==> config.mk <==
export PLATFORM = sky130hd
export DESIGN_NAME = preg_stage_hs
export DESIGN_NICKNAME = d
export VERILOG_FILES = /design/src/rtl/preg_stage_hs.sv
export SDC_FILE = /design/constraint.sdc
export NUM_CORES = 1
export LEC_CHECK = 0
export CORE_MARGIN = 4
export CORE_UTILIZATION = 60
export CTS_CLUSTER_SIZE = 30
export DETAILED_ROUTE_END_ITERATION = 8
export DONT_BUFFER_PORTS = 1
export PLACE_DENSITY = 0.76
export SLEW_MARGIN = 10
export SYNTH_ARGS = -nofsm -noshare
export SYNTH_HDL_FRONTEND = slang
export SYNTH_SLANG_ARGS = --single-unit
==> constraint.sdc <==
create_clock -name clk -period 1.8 [get_ports clk]
set_input_delay 0.09 -clock clk [delete_from_list [all_inputs] [get_ports clk]]
set_output_delay 0.09 -clock clk [all_outputs]
set_load 0.05 [all_outputs]
==> src/rtl/preg_stage_hs.sv <==
// Pipeline boundary register with valid/ready handshake, flush and stall counter.
// Define PREG_SKID_EN for the 2-entry skid build with a registered in_ready.
module preg_stage_hs #(
   parameter int DATA_LENGTH = 32,
   parameter int CTRL_WIDTH  = 4,
   parameter int CNT_WIDTH   = 16
) (
   input  logic                   clk,
   input  logic                   rst,
   input  logic                   flush,
   input  logic                   in_valid,
   output logic                   in_ready,
   input  logic [DATA_LENGTH-1:0] in_data,
   input  logic [CTRL_WIDTH-1:0]  in_ctrl,
   output logic                   out_valid,
   input  logic                   out_ready,
   output logic [DATA_LENGTH-1:0] out_data,
   output logic [CTRL_WIDTH-1:0]  out_ctrl,
   output logic [CNT_WIDTH-1:0]   stall_cnt
);

   logic                 in_fire;
   logic                 out_fire;
   logic [CNT_WIDTH-1:0] cnt_q;
   logic [CNT_WIDTH-1:0] cnt_d;

   assign in_fire  = in_valid && in_ready;
   assign out_fire = out_valid && out_ready;

   always_comb begin
      cnt_d = cnt_q;
      if (out_valid && !out_ready && (cnt_q != '1)) begin
         cnt_d = cnt_q + {{(CNT_WIDTH-1){1'b0}}, 1'b1};
      end
   end

   always_ff @(posedge clk or posedge rst) begin
      if (rst) begin
         cnt_q <= '0;
      end else begin
         cnt_q <= cnt_d;
      end
   end

   assign stall_cnt = cnt_q;

`ifdef PREG_SKID_EN

   typedef enum logic [1:0] {
      S_EMPTY,
      S_FULL,
      S_SKID
   } state_t;

   state_t                 state_q;
   state_t                 state_d;
   logic                   rdy_q;
   logic [DATA_LENGTH-1:0] main_data_q;
   logic [DATA_LENGTH-1:0] main_data_d;
   logic [CTRL_WIDTH-1:0]  main_ctrl_q;
   logic [CTRL_WIDTH-1:0]  main_ctrl_d;
   logic [DATA_LENGTH-1:0] skid_data_q;
   logic [DATA_LENGTH-1:0] skid_data_d;
   logic [CTRL_WIDTH-1:0]  skid_ctrl_q;
   logic [CTRL_WIDTH-1:0]  skid_ctrl_d;

   always_comb begin
      state_d     = state_q;
      main_data_d = main_data_q;
      main_ctrl_d = main_ctrl_q;
      skid_data_d = skid_data_q;
      skid_ctrl_d = skid_ctrl_q;
      unique case (state_q)
         S_EMPTY: begin
            if (in_fire) begin
               main_data_d = in_data;
               main_ctrl_d = in_ctrl;
               state_d     = S_FULL;
            end
         end
         S_FULL: begin
            if (in_fire && out_fire) begin
               main_data_d = in_data;
               main_ctrl_d = in_ctrl;
            end else if (in_fire) begin
               skid_data_d = in_data;
               skid_ctrl_d = in_ctrl;
               state_d     = S_SKID;
            end else if (out_fire) begin
               main_ctrl_d = '0;
               state_d     = S_EMPTY;
            end
         end
         S_SKID: begin
            if (out_fire) begin
               main_data_d = skid_data_q;
               main_ctrl_d = skid_ctrl_q;
               skid_ctrl_d = '0;
               state_d     = S_FULL;
            end
         end
         default: begin
            main_ctrl_d = '0;
            skid_ctrl_d = '0;
            state_d     = S_EMPTY;
         end
      endcase
      // Flush wins: drop everything, visible payload stays put
      if (flush) begin
         main_data_d = main_data_q;
         skid_data_d = skid_data_q;
         main_ctrl_d = '0;
         skid_ctrl_d = '0;
         state_d     = S_EMPTY;
      end
   end

   always_ff @(posedge clk or posedge rst) begin
      if (rst) begin
         state_q     <= S_EMPTY;
         rdy_q       <= 1'b1;
         main_data_q <= '0;
         main_ctrl_q <= '0;
         skid_data_q <= '0;
         skid_ctrl_q <= '0;
      end else begin
         state_q     <= state_d;
         rdy_q       <= (state_d != S_SKID);
         main_data_q <= main_data_d;
         main_ctrl_q <= main_ctrl_d;
         skid_data_q <= skid_data_d;
         skid_ctrl_q <= skid_ctrl_d;
      end
   end

   assign in_ready  = rdy_q;
   assign out_valid = (state_q != S_EMPTY);
   assign out_data  = main_data_q;
   assign out_ctrl  = main_ctrl_q;

`else

   logic                   valid_q;
   logic                   valid_d;
   logic [DATA_LENGTH-1:0] data_q;
   logic [DATA_LENGTH-1:0] data_d;
   logic [CTRL_WIDTH-1:0]  ctrl_q;
   logic [CTRL_WIDTH-1:0]  ctrl_d;

   always_comb begin
      valid_d = valid_q;
      data_d  = data_q;
      ctrl_d  = ctrl_q;
      if (flush) begin
         valid_d = 1'b0;
         ctrl_d  = '0;
      end else if (in_fire) begin
         valid_d = 1'b1;
         data_d  = in_data;
         ctrl_d  = in_ctrl;
      end else if (out_fire) begin
         valid_d = 1'b0;
         ctrl_d  = '0;
      end
   end

   always_ff @(posedge clk or posedge rst) begin
      if (rst) begin
         valid_q <= 1'b0;
         data_q  <= '0;
         ctrl_q  <= '0;
      end else begin
         valid_q <= valid_d;
         data_q  <= data_d;
         ctrl_q  <= ctrl_d;
      end
   end

   // Flush always accepts so the killed beat drains from upstream
   assign in_ready  = flush || !valid_q || out_ready;
   assign out_valid = valid_q;
   assign out_data  = data_q;
   assign out_ctrl  = ctrl_q;

`endif

endmodule

-- After elaboration in Yosys (flattened, before gate mapping)
Cells that the tools add are included.
- reduce and logical (&&, ||, !) cells: 10
- bitwise logic cells: 1
- divide/modulo/power cells: 0
- eq/ne operators: 1
- multipliers: 0
- $add $sub $neg: 1
- multiplexer cells: 6
- order comparisons: 0
- shift-type cells: 0
- operator list (kind ; number):
    16-bit by 1-bit adder with 16-bit output, second input constant ; 1
    16-bit inequality test, second input constant ; 1
    4-bit two-way mux ; 3
    1-bit logical AND ; 4
    1-bit two-way mux ; 3
    3-bit nonzero test ; 1
    1-bit logical NOT ; 2
    1-bit logical OR ; 2
    2-bit AND reduction ; 1
    1-bit NOT ; 1
- latch bits: 0
- RAM bits: 0
- output and inout bits: 54
- memories: 0
- bits in registers: 53
- ROM bits: 0
- input bits: 41
- logic and storage cells: 23

-- Depth between registers and ports, before layout
Gate-level depths: netlist of run 1.
- depth after elaboration: 6
- mapped depth: 7
- mapped depth without buffers: 5

-- Worst setup path after synthesis of run 1
No wires, ideal clock.
- path kind: register -> register
- start point: register cnt_q[0] (netlist: stall_cnt[0])
- end point: register cnt_q[1] (netlist: stall_cnt[1])
- period minus slack after synthesis: 1.898 ns
- library setup time: 0.125 ns
- arrival time: 1.773 ns
- cell stages (with the launch flop): 6
- required time: 1.675 ns
- buffers on the path: 0
- path slack: -0.098 ns
- cells stage by stage: dfrtp_1 -> ha_1 -> nand3_1 -> nor4_4 -> nor2_2 -> mux2_4
- word-level cells in the longest chain between the ends: 2
- elaborated cells between the ends (all ways): 3
- classes of those cells: add/sub: 1; eq/ne: 1; reduce/logical: 1
- RTL lines (item ; RTL line ; RTL):
    start, declared ; 24 ; logic [CNT_WIDTH-1:0] cnt_q;
    start signal, assigned ; 41 ; cnt_q <= cnt_d;
    parallel branches: the longest is 2 deep, another holds 16-bit by 1-bit adder with 16-bit output ; -- ;
Parallel ways; which one is timed is not known.
A chain may end at the register's enable or synchronous reset.

-- Worst setup path in the final report of run 1
- start point: register cnt_q[0] (netlist: stall_cnt[0])
- end point: register cnt_q[13] (netlist: stall_cnt[13])
The elaborated chain is that of the path after synthesis.

==> results of run 1 <==
==> cells by family (layout without fill, tap and decap cells) <==
group	count (synthesis)	count (layout)	share of synthesized area [%]
DFF	53	53	56.4
and+or+nand+nor	41	41	11.3
muxes	33	33	20.8
AOI/OAI and AO/OA	13	13	3.73
xor gates and xnor gates	12	12	4.47
buffers and inverters	7	67	2.72
adders and majority gates	1	1	0.532
==> layer usage <==
| metal | wire length, um | part of all wire [%] | up-vias | track usage, % |
|---|---|---|---|---|
| met5 | 0 | 0 | - | 0 |
| met4 | 119 | 2.2 | 0 | 6.47 |
| met3 | 446 | 8.4 | 12 | 7.53 |
| met2 | 2550 | 48 | 66 | 34.6 |
| met1 | 2200 | 41 | 734 | 27.4 |
| li1 | - | - | 684 | - |
==> through the flow <==
step                      std cells  hold slack (ns)  utilization, %  power (W)  worst slack, ns
final                           268           0.0143            80.3    0.00344            0.121
after global routing            268         0.000886            80.3    0.00358           0.0314
after CTS                       268          0.00875            80.3    0.00344            0.153
after detailed placement        222           0.0646            67.9    0.00276            0.170
after global placement          222           0.0522            67.9    0.00272            0.219
after floorplan                 160            0.153               -    0.00256          -0.0593
==> synthesized netlist by cell type <==
library cell  number  area (um2)
nand4_2            1        12.5
nor4b_1            2        17.5
a21oi_1            2        10.0
and3_1             1        6.26
mux2_4            31         465
nor2_2             1        6.26
nand3b_1           1        7.51
o21a_1             1        7.51
dfrtp_1           53        1330
inv_1              1        3.75
a22oi_1            4        30.0
and2_4             1        8.76
nor3_1             2        10.0
nand2b_1           2        12.5
clkbuf_1           1        3.75
xnor2_1            6        52.6
nand2_1            5        18.8
nand3_1            6        30.0
o2111ai_1          2        17.5
o21ai_1            1        5.00
a31oi_1            2        12.5
nand4_1            2        12.5
xor2_1             6        52.6
buf_6              5        56.3
o21ai_0            1        5.00
nor2b_4            1        13.8
ha_1               1        12.5
nand4_4            1        21.3
or2_0              1        6.26
nor4_1             4        25.0
nor2b_1            1        6.26
nor4_4             1        21.3
mux2_2             2        22.5
nor2_1             8        30.0
==> flip-flops by register name, indices dropped and copies added (netlist names) <==
| register | flops |
|---|---|
| out_valid | 1 |
| out_ctrl | 4 |
| stall_cnt | 16 |
| out_data | 32 |
==> cell type report <==
| class | instances | area, um2 | area share [%] |
|---|---|---|---|
| repair buffers | 58 | 543 | 18.2 |
| multi-input cells | 100 | 960 | 32.2 |
| clock buffers | 8 | 80.1 | 2.68 |
| inverters | 1 | 3.75 | 0.126 |
| flip-flops and latches | 53 | 1340 | 44.8 |
| well taps | 48 | 60.1 | 2.01 |
==> cell usage in the layout (no fill, tap or decap), types with 2 or more instances in the layout <==
cell type	instances
a31oi_1	2
clkbuf_1	3
o2111ai_1	2
a21oi_1	2
xor2_1	6
a22oi_1	4
nor3_1	2
nor4b_1	2
nor4_1	4
dfrtp_1	45
mux2_4	31
nand3_1	6
dlygate4sd3_1	38
nand2b_1	2
dfrtp_2	8
xnor2_1	6
clkbuf_8	5
mux2_2	2
buf_4	19
nand4_1	2
nor2_1	8
nand2_1	5
==> worst register-to-register path, stage by stage (launching register included) <==
cell       delay (ns)
dfrtp_2          0.38
buf_4            0.21
nand3_1          0.19
nor4_1           0.41
o2111ai_1        0.21
xnor2_1          0.17
==> worst max path at each step <==
stage	start	depth (start not counted)	slack (ns)	endpoint
after floorplan	stall_cnt[8]	4	-0.06	stall_cnt[1]
after global placement	out_valid	5	0.22	stall_cnt[15]
after detailed placement	stall_cnt[0]	5	0.17	stall_cnt[13]
after CTS	stall_cnt[0]	5	0.15	stall_cnt[13]
after global routing	stall_cnt[0]	5	0.03	stall_cnt[15]
final	stall_cnt[0]	5	0.12	stall_cnt[13]
==> power groups by stage <==
stage / Combinational [W] / Clock, W / Sequential [W]
final: 0.000834 / 0.000620 / 0.00198
after global routing: 0.000886 / 0.000682 / 0.00201
after CTS: 0.000828 / 0.000635 / 0.00198
after detailed placement: 0.000756 / 0 / 0.00200
after global placement: 0.000735 / 0 / 0.00199
after floorplan: 0.000359 / 0 / 0.00220
==> timing repair <==
item	CTS	global route
hold buffers	38	0
hold endpoints to repair	65	0
setup buffers	0	0
==> summary.txt, run 1 <==
Outcome
  • Status: completed

Global route
  • Initial antenna violation count: 0
  • First-pass GRT wire length: 8420 um
  • Congestion Overflow GR: 0
  • Gr usage total: 21.4%
  • Number of global-route vias before repair: 1587
  • Pin count of the biggest net entering global routing: 33

Cells and area
  • Design area: 2980 um2
  • N_diodes: 0
  • Fillers: 217
  • Fin nets: 261
  • Share of cells above drive strength 1: 33.2%
  • Synth-to-Final Area Change: 26.9%

Place
  • Cell Area, Placed: 2520 um2
  • Buffers on Ports: 0
  • Routability Congestion: 0.811
  • Hpwl dp: 3400 um

Min path
  • Worst Hold Class: in2reg
  • Worst Hold End: out_ctrl[1]
  • Hold depth: 2
  • Min-delay src: in_ctrl[1]

Pwr
  • Cell Int Power: 0.00203 W
  • Worst VDD drop: 0.843 mV
  • Clock share of power: 18.0%
  • Static Leak: 1.37 nW
  • Flop pwr share: 57.7%
  • Logic pwr share: 24.3%
  • Switching power total: 0.00141 W
  • Net Sw Frac: 41.1%
  • Cell Pwr Density: 1150 nW/um2

Yosys
  • Post-Syn Area: 2350 um2
  • Syn_nets: 202
  • Flops & latches, synth: 53
  • Sequential fraction of the synthesis area: 56.4%
  • Distinct cells, synth: 34
  • Synth warn: 0
  • Cell count after synthesis: 160
  • Synth Area per Inst: 14.7 um2

STA
  • TNS Setup: 0 ns
  • Post-route minimum period: 1.68 ns
  • RSZ-0062 raised after global routing: false
  • Fmax: 596 MHz
  • Worst-Margin Slew: 0.574 ns
  • Final setup viols: 0
  • Final cycle utilization of the critical path: 93.3%
  • Fin. max-slew vios: 0
  • Number of hold violations in the final report: 0
  • Clock skew: 0.00836 ns
  • Slew HR: 61.7%

Floorplan
  • I/O Pins: 95
  • Die Height: 70.6 um
  • Core area: 3720 um2
  • Initial Util: 63.2%
  • Die ar.: 4980 um2
  • Row cnt: 22
  • DIE WIDTH: 70.6 um

Setup path
  • Kind of start point of the critical path: register
  • Worst reg2reg startpoint: stall_cnt[0]
  • CP Capture Type: register
  • Worst-path fanout max: 4
  • Critical path required time: 1.98 ns
  • Slowest cell on crit path: nor4_1
  • CP peak stage delay: 0.41 ns
  • Worst-case reg-to-reg path depth: 5
  • Reg2reg end: stall_cnt[13]
  • Crit path DAT: 1.85 ns
  • CP delay by family, top: simple AND/OR/NAND/NOR gates
  • Critical setup path kind: reg2reg
  • Buffers & Inverters on Critical Path: 1
  • Critical Path, Cell by Cell: buf_4 > nand3_1 > nor4_1 > o2111ai_1 > xnor2_1
  • R2r setup slk: 0.12 ns

Run
  • Number of max-cap violations: 0

CTS
  • TritonCTS clock tree: built
  • H-Tree Depth: 2
  • Resized cells post-CTS: 0
  • Clock sinks: 53
  • Maximum clock path buffer count: 2
  • Worst-path clk slew: 0.09 ns
  • Clock root buffer: clkbuf_8
  • CTS Buf Count: 5
  • Worst-skew pair later-pin latency: 0.29 ns

Detailed routing
  • WL per Instance: 19.8 um
  • Vias: 1496
  • Initial DRC count: 111
  • DR DRC count: 0
  • Post-DRT Antenna Nets: 0
  • Post-Route WL: 5310 um
  • DR vias/cell: 5.58
  • Drt first pass iters: 4
Power figures use the tool's default switching activity.
==> run 2: changes to the inputs <==
Settings changed: CTS_BUF_LIST from default to sky130_fd_sc_hd__clkbuf_8.
==> run 2 against run 1 <==
  * First-iteration DRC count grew 2.7%
  * Clock power shrank 3%
  * Largest power group unchanged
  * Combinational power is essentially flat
  * Via count grew 1.5%
  * Largest cell class unchanged
  * Final cell count is the same
==> summary.txt, run 2 (synthesis results as in run 1) <==
Cells and area
  • Most common cell after layout, fill and taps aside: dfrtp_1
  • Fin nets: 261 (unchanged)
  • Area occupied by multi-input gates: 960 um2 (unchanged)
  • Register Area: 1340 um2 (unchanged)
  • Final Non-Filler Cells: 268 (unchanged)
  • N_diodes: 0 (unchanged)
  • Synth-to-Final Area Change: 26.9% (unchanged)
  • Commonest non-fill, non-tap cells in the layout: 45 x dfrtp_1, 38 x dlygate4sd3_1, 31 x mux2_4
  • Fillers: 217 (unchanged)
  • Share of cells above drive strength 1: 33.2% (unchanged)
  • Largest register FFs: 32 (unchanged)

Detailed routing
  • DR DRC count: 0 (unchanged)
  • Post-Route WL: 5320 um (+0.13%)
  • Vias: 1518 (+1.5%)
  • Drt first pass iters: 4 (unchanged)
  • Initial DRC count: 114 (+2.7%)
  • WL per Instance: 19.8 um (+0.13%)
  • DR vias/cell: 5.66 (+1.5%)
  • Post-DRT Antenna Nets: 0 (unchanged)

Floorplan
  • Die Height: 70.6 um (unchanged)
  • Core area: 3720 um2 (unchanged)
  • Row cnt: 22 (unchanged)
  • DIE WIDTH: 70.6 um (unchanged)
  • Initial Util: 63.2% (unchanged)
  • I/O Pins: 95 (unchanged)
  • Die ar.: 4980 um2 (unchanged)

Setup path
  • Worst-path fanout max: 4 (unchanged)
  • CP delay by family, top: simple AND/OR/NAND/NOR gates
  • Slowest cell on crit path: nor4_1
  • Critical path required time: 1.97 ns (about the same)
  • Crit path DAT: 1.84 ns (about the same)
  • Critical Path, Cell by Cell: buf_4 > nand3_1 > nor4_1 > o2111ai_1 > xnor2_1
  • CP Capture Type: register
  • Kind of start point of the critical path: register
  • Buffers & Inverters on Critical Path: 1 (unchanged)
  • CP peak stage delay: 0.40 ns (about the same)
  • Critical setup path kind: reg2reg

STA
  • Fin. max-slew vios: 0 (unchanged)
  • Number of hold violations in the final report: 0 (unchanged)
  • Final cycle utilization of the critical path: 92.6% (-0.73 points)
  • RSZ-0062 raised after global routing: false
  • Worst-Margin Slew: 0.577 ns (+0.00350 ns)
  • Final setup viols: 0 (unchanged)
  • Fmax: 600 MHz (+0.79%)
  • Final WS setup: 0.134 ns (+0.0132 ns)
  • Clock skew: 0.00617 ns (-0.00219 ns)
  • Slew HR: 61.4% (-0.23 points)
  • Post-route minimum period: 1.67 ns (-0.0132 ns)

CTS
  • Maximum clock path buffer count: 2 (unchanged)
  • Clock sinks: 53 (unchanged)
  • Clock root buffer: clkbuf_8
  • Resized cells post-CTS: 0 (unchanged)
  • H-Tree Depth: 2 (unchanged)
  • CTS hold repair buffers: 38 (unchanged)
  • TritonCTS clock tree: built
  • Worst-path clk slew: 0.09 ns (about the same)
  • Worst-skew pair later-pin latency: 0.29 ns (about the same)
  • CTS Buf Count: 5 (unchanged)
  • Setup Fix Bufs, Post-CTS: 0 (unchanged)

Place
  • Hpwl dp: 3400 um (unchanged)
  • Routability Congestion: 0.811 (unchanged)
  • Buffers on Ports: 0 (unchanged)
  • Dpl ws: 0.170 ns (unchanged)
  • Placed insts: 222 (unchanged)

Pwr
  • Worst VDD drop: 0.841 mV (-0.31%)
  • Static Leak: 1.38 nW (+0.91%)
  • Cell Pwr Density: 1150 nW/um2 (-0.45%)

Global route
  • First-pass GRT wire length: 8420 um (unchanged)
  • Congestion Overflow GR: 0 (unchanged)
  • Number of global-route vias before repair: 1587 (unchanged)
  • Pin count of the biggest net entering global routing: 33 (unchanged)
  • Initial antenna violation count: 0 (unchanged)
  • Gr usage total: 21.4% (unchanged)

Outcome
  • Status: completed

Min path
  • Worst Hold Class: in2reg

Run
  • Number of max-cap violations: 0 (unchanged)
==> run 2: cell types whose count changed in the layout (fill, tap and decap cells not counted), sizes merged <==
cell / delta
clkbuf: -3
inv: +3
==> run 2: per-stage QoR <==
stage	hold WS [ns]	setup TNS, ns	cell area, um2	util [%]	power (W)
after floorplan	0.153	-0.0593	2360	-	0.00256
after global placement	0.0522	0	2520	67.9	0.00272
after detailed placement	0.0646	0	2520	67.9	0.00276
after CTS	0.00859	0	2980	80.3	0.00343
after global routing	0.000424	0	2980	80.3	0.00356
final	0.0159	0	2980	80.3	0.00342
==> run 2: power breakdown <==
group	total, W	internal [W]	switching, W
sequential	0.00199	0.00137	0.000612
combinational	0.000834	0.000375	0.000459
clock	0.000603	0.000260	0.000343
==> run 2: worst paths after layout <==
path                              start            end  slack (ns)  cells past startpoint
hold / removal               in_ctrl[1]    out_ctrl[1]        0.02                      2
hold reg to reg            stall_cnt[1]   stall_cnt[1]        0.65                      2
max in group asynchronous           rst    out_data[6]        0.75                      3
setup / recovery           stall_cnt[0]  stall_cnt[13]        0.13                      5
min in group asynchronous           rst   stall_cnt[9]        0.32                      2
setup reg to reg           stall_cnt[0]  stall_cnt[13]        0.13                      5
==> run 2: cell type report <==
| cell class | instances | share of cell area [%] |
|---|---|---|
| clock inverter | 3 | 0.378 |
| multi-input combinational | 100 | 32.2 |
| inverter | 1 | 0.126 |
| tap | 48 | 2.01 |
| timing repair buffer | 58 | 18.2 |
| sequential | 53 | 44.8 |
| clock buffer | 5 | 2.31 |
==> run 2: metal layers <==
| layer | track usage (%) | up-vias | part of all wire, % |
|---|---|---|---|
| li1 | - | 683 | - |
| met5 | 0 | - | 0 |
| met2 | 34.6 | 80 | 48 |
| met3 | 7.53 | 13 | 9.4 |
| met1 | 27.4 | 742 | 40 |
| met4 | 6.47 | 0 | 2.3 |
==> run 3: changes to the inputs <==
Settings changed: CORE_MARGIN 4 to default, GPL_TIMING_DRIVEN from default to 0.
==> run 3 against run 2 <==
  * Total power increased by 5.1%
  * Core utilization increased by 2.0 points
  * Critical path depth increased by 1
  * Setup slack got worse by 0.11 ns
  * Non-clock buffer count decreased by 8
  * Sequential power increased by 14%
  * Global-route usage increased by 4.8 points
  * Wire length decreased by 5.3%
  * Final cell count decreased by 3.0%
  * Register-to-register slack got worse by 0.11 ns
  * Clock skew decreased by 0.0012 ns
  * Largest power group unchanged
==> summary.txt, run 3 (synthesis results as in run 1) <==
Setup path
  • Setup crit end: out_data[16]
  • Critical setup path kind: reg2reg
  • Crit path depth: 6 (+1)
  • Crit path DAT: 1.95 ns (+0.11 ns)
  • Worst-path fanout max: 5 (+1)
  • Worst reg2reg startpoint: out_valid
  • CP delay by family, top: simple AND/OR/NAND/NOR gates
  • CP Capture Type: register
  • Kind of start point of the critical path: register
  • Buffers & Inverters on Critical Path: 2 (+1)
  • Slowest cell on crit path: dfrtp_2
  • Origin of the worst setup path: out_valid
  • CP peak stage delay: 0.53 ns (+0.13 ns)
  • R2r setup slk: 0.03 ns (-0.11 ns)
  • Reg2reg end: out_data[16]
  • Critical Path, Cell by Cell: nand2b_1 > and2_4 > nor2b_4 > buf_12 > buf_16 > mux2_4
  • Critical path required time: 1.98 ns (about the same)
  • Worst-case reg-to-reg path depth: 6 (+1)

Cells and area
  • Final Non-Filler Cells: 260 (-3.0%)
  • N_diodes: 0 (unchanged)
  • Layout Utilization: 82.2% (+2.0 points)
  • Design area: 3060 um2 (+2.4%)
  • Largest register FFs: 32 (unchanged)
  • Most common cell after layout, fill and taps aside: dlygate4sd3_1
  • Synth-to-Final Area Change: 30.0%
  • Commonest non-fill, non-tap cells in the layout: 39 x dlygate4sd3_1, 36 x dfrtp_1, 31 x mux2_4
  • Fin nets: 253 (-3.1%)
  • Share of cells above drive strength 1: 36.8% (+3.6 points)

Place
  • Routability Congestion: 0.776 (-4.3%)
  • Placed insts: 209 (-5.9%)
  • Hpwl dp: 3080 um (-9.6%)
  • Cell Area, Placed: 2440 um2 (-3.3%)
  • Buffers on Ports: 0 (unchanged)

STA
  • Number of hold violations in the final report: 0 (unchanged)
  • TNS Setup: 0 ns (unchanged)
  • Fmax: 565 MHz (-6.0%)
  • Final setup viols: 0 (unchanged)
  • Clock skew: 0.00498 ns (-0.00119 ns)
  • Hold_ws: 0.0690 ns (+0.0530 ns)
  • Slew HR: 64.9% (+3.4 points)
  • RSZ-0062 raised after global routing: true
  • Final cycle utilization of the critical path: 98.4% (+5.9 points)
  • Fin. max-slew vios: 0 (unchanged)
  • Worst-Margin Slew: 0.527 ns (-0.0504 ns)
  • Post-route minimum period: 1.77 ns (+0.105 ns)

Pwr
  • Worst VDD drop: 1.06 mV (+27%)
  • Cell Pwr Density: 1180 nW/um2 (+2.6%)
  • Static Leak: 1.35 nW (-2.4%)

Global route
  • Number of global-route vias before repair: 1557 (-1.9%)
  • Gr usage total: 26.2% (+4.8 points)
  • Initial antenna violation count: 0 (unchanged)
  • First-pass GRT wire length: 8070 um (-4.1%)
  • Pin count of the biggest net entering global routing: 34 (+3.0%)
  • Congestion Overflow GR: 0 (unchanged)

Floorplan
  • Row cnt: 22 (unchanged)
  • Core area: 3720 um2 (unchanged)
  • I/O Pins: 95 (unchanged)
  • DIE WIDTH: 64.6 um (-8.5%)
  • Initial Util: 63.2% (unchanged)
  • Die ar.: 4170 um2 (-16%)
  • Die Height: 64.6 um (-8.5%)

Detailed routing
  • Post-DRT Antenna Nets: 0 (unchanged)
  • WL per Instance: 19.4 um (-2.4%)
  • DR DRC count: 0 (unchanged)
  • Drt first pass iters: 4 (unchanged)
  • Post-Route WL: 5040 um (-5.3%)
  • DR vias/cell: 5.59 (-1.3%)
  • Vias: 1454 (-4.2%)
  • Initial DRC count: 73 (-36%)

CTS
  • TritonCTS clock tree: built
  • Clock root buffer: clkbuf_8
  • Worst-skew pair later-pin latency: 0.29 ns (about the same)
  • Worst-path clk slew: 0.08 ns (about the same)
  • H-Tree Depth: 2 (unchanged)
  • CTS Buf Count: 5 (unchanged)
  • Clock sinks: 53 (unchanged)
  • Maximum clock path buffer count: 2 (unchanged)

Min path
  • Worst Hold Class: in2reg

Outcome
  • Status: completed

Run
  • Number of max-cap violations: 0 (unchanged)
run 3: cell types whose count changed in the layout (fill, tap and decap cells not counted), moves of 2 or more:
cell	delta
buf_4	-15
dfrtp_1	-9
dfrtp_2	+8
buf_12	+2
buf_6	+2
inv_1	-2
nor4_1	-2
nor4_2	+2
run 3: where the power goes:
part	leakage, nW	total [W]	internal [W]	switching [W]
sequential	0.632	0.00226	0.00138	0.000876
clock	0.0626	0.000799	0.000448	0.000351
combinational	0.653	0.000542	0.000347	0.000194
run 3: routing by layer:
metal / vias up / track usage, % / wire (um)
met5: - / 0 / 0
met4: 0 / 5.56 / 40
met3: 5 / 9.15 / 356
met2: 63 / 46.6 / 2650
met1: 717 / 30.4 / 1990
li1: 669 / - / -
run 3: worst min-delay path by stage:
stage / start / end / slack [ns] / depth (start not counted)
2_1_floorplan: flush / out_valid / 0.15 / 1
3_3_place_gp: flush / out_valid / 0.16 / 1
3_5_place_dp: rst / out_data[4] / 0.01 / 1
4_1_cts: out_ready / stall_cnt[7] / 0.05 / 3
5_1_grt: out_ready / stall_cnt[2] / 0.09 / 3
6_report: out_ready / stall_cnt[7] / 0.07 / 3
run 3: area by class of cell:
class | count | area, um2
fill | 190 | 661
sequential | 53 | 1350
inverter | 1 | 3.75
multi-input combinational | 100 | 991
clock inverter | 2 | 33.8
clock buffer | 6 | 82.6
tap | 48 | 60.1
buffer | 3 | 26.3
timing repair buffer | 47 | 508
run 3: worst register-to-register path, stage by stage, from the launching register on:
cell	delay, ns
dfrtp_2	0.53
nand2b_1	0.14
and2_4	0.18
nor2b_4	0.26
buf_12	0.14
buf_16	0.11
mux2_4	0.30
run 3: what timing repair did:
action,CTS,global route
buffers inserted,4,2
endpoints found under the setup margin,44,35
hold buffers,39,0
hold endpoints to repair,57,0
resized for setup,15,3
cloned,1,0
pin swaps,2,3
run 3: per-stage QoR:
step | total power (W) | setup WS, ns
final | 0.00360 | 0.0286
after global routing | 0.00373 | -0.0394
after CTS | 0.00359 | -0.0401
after detailed placement | 0.00267 | -0.245
after global placement | 0.00264 | -0.196
after floorplan | 0.00256 | -0.0593
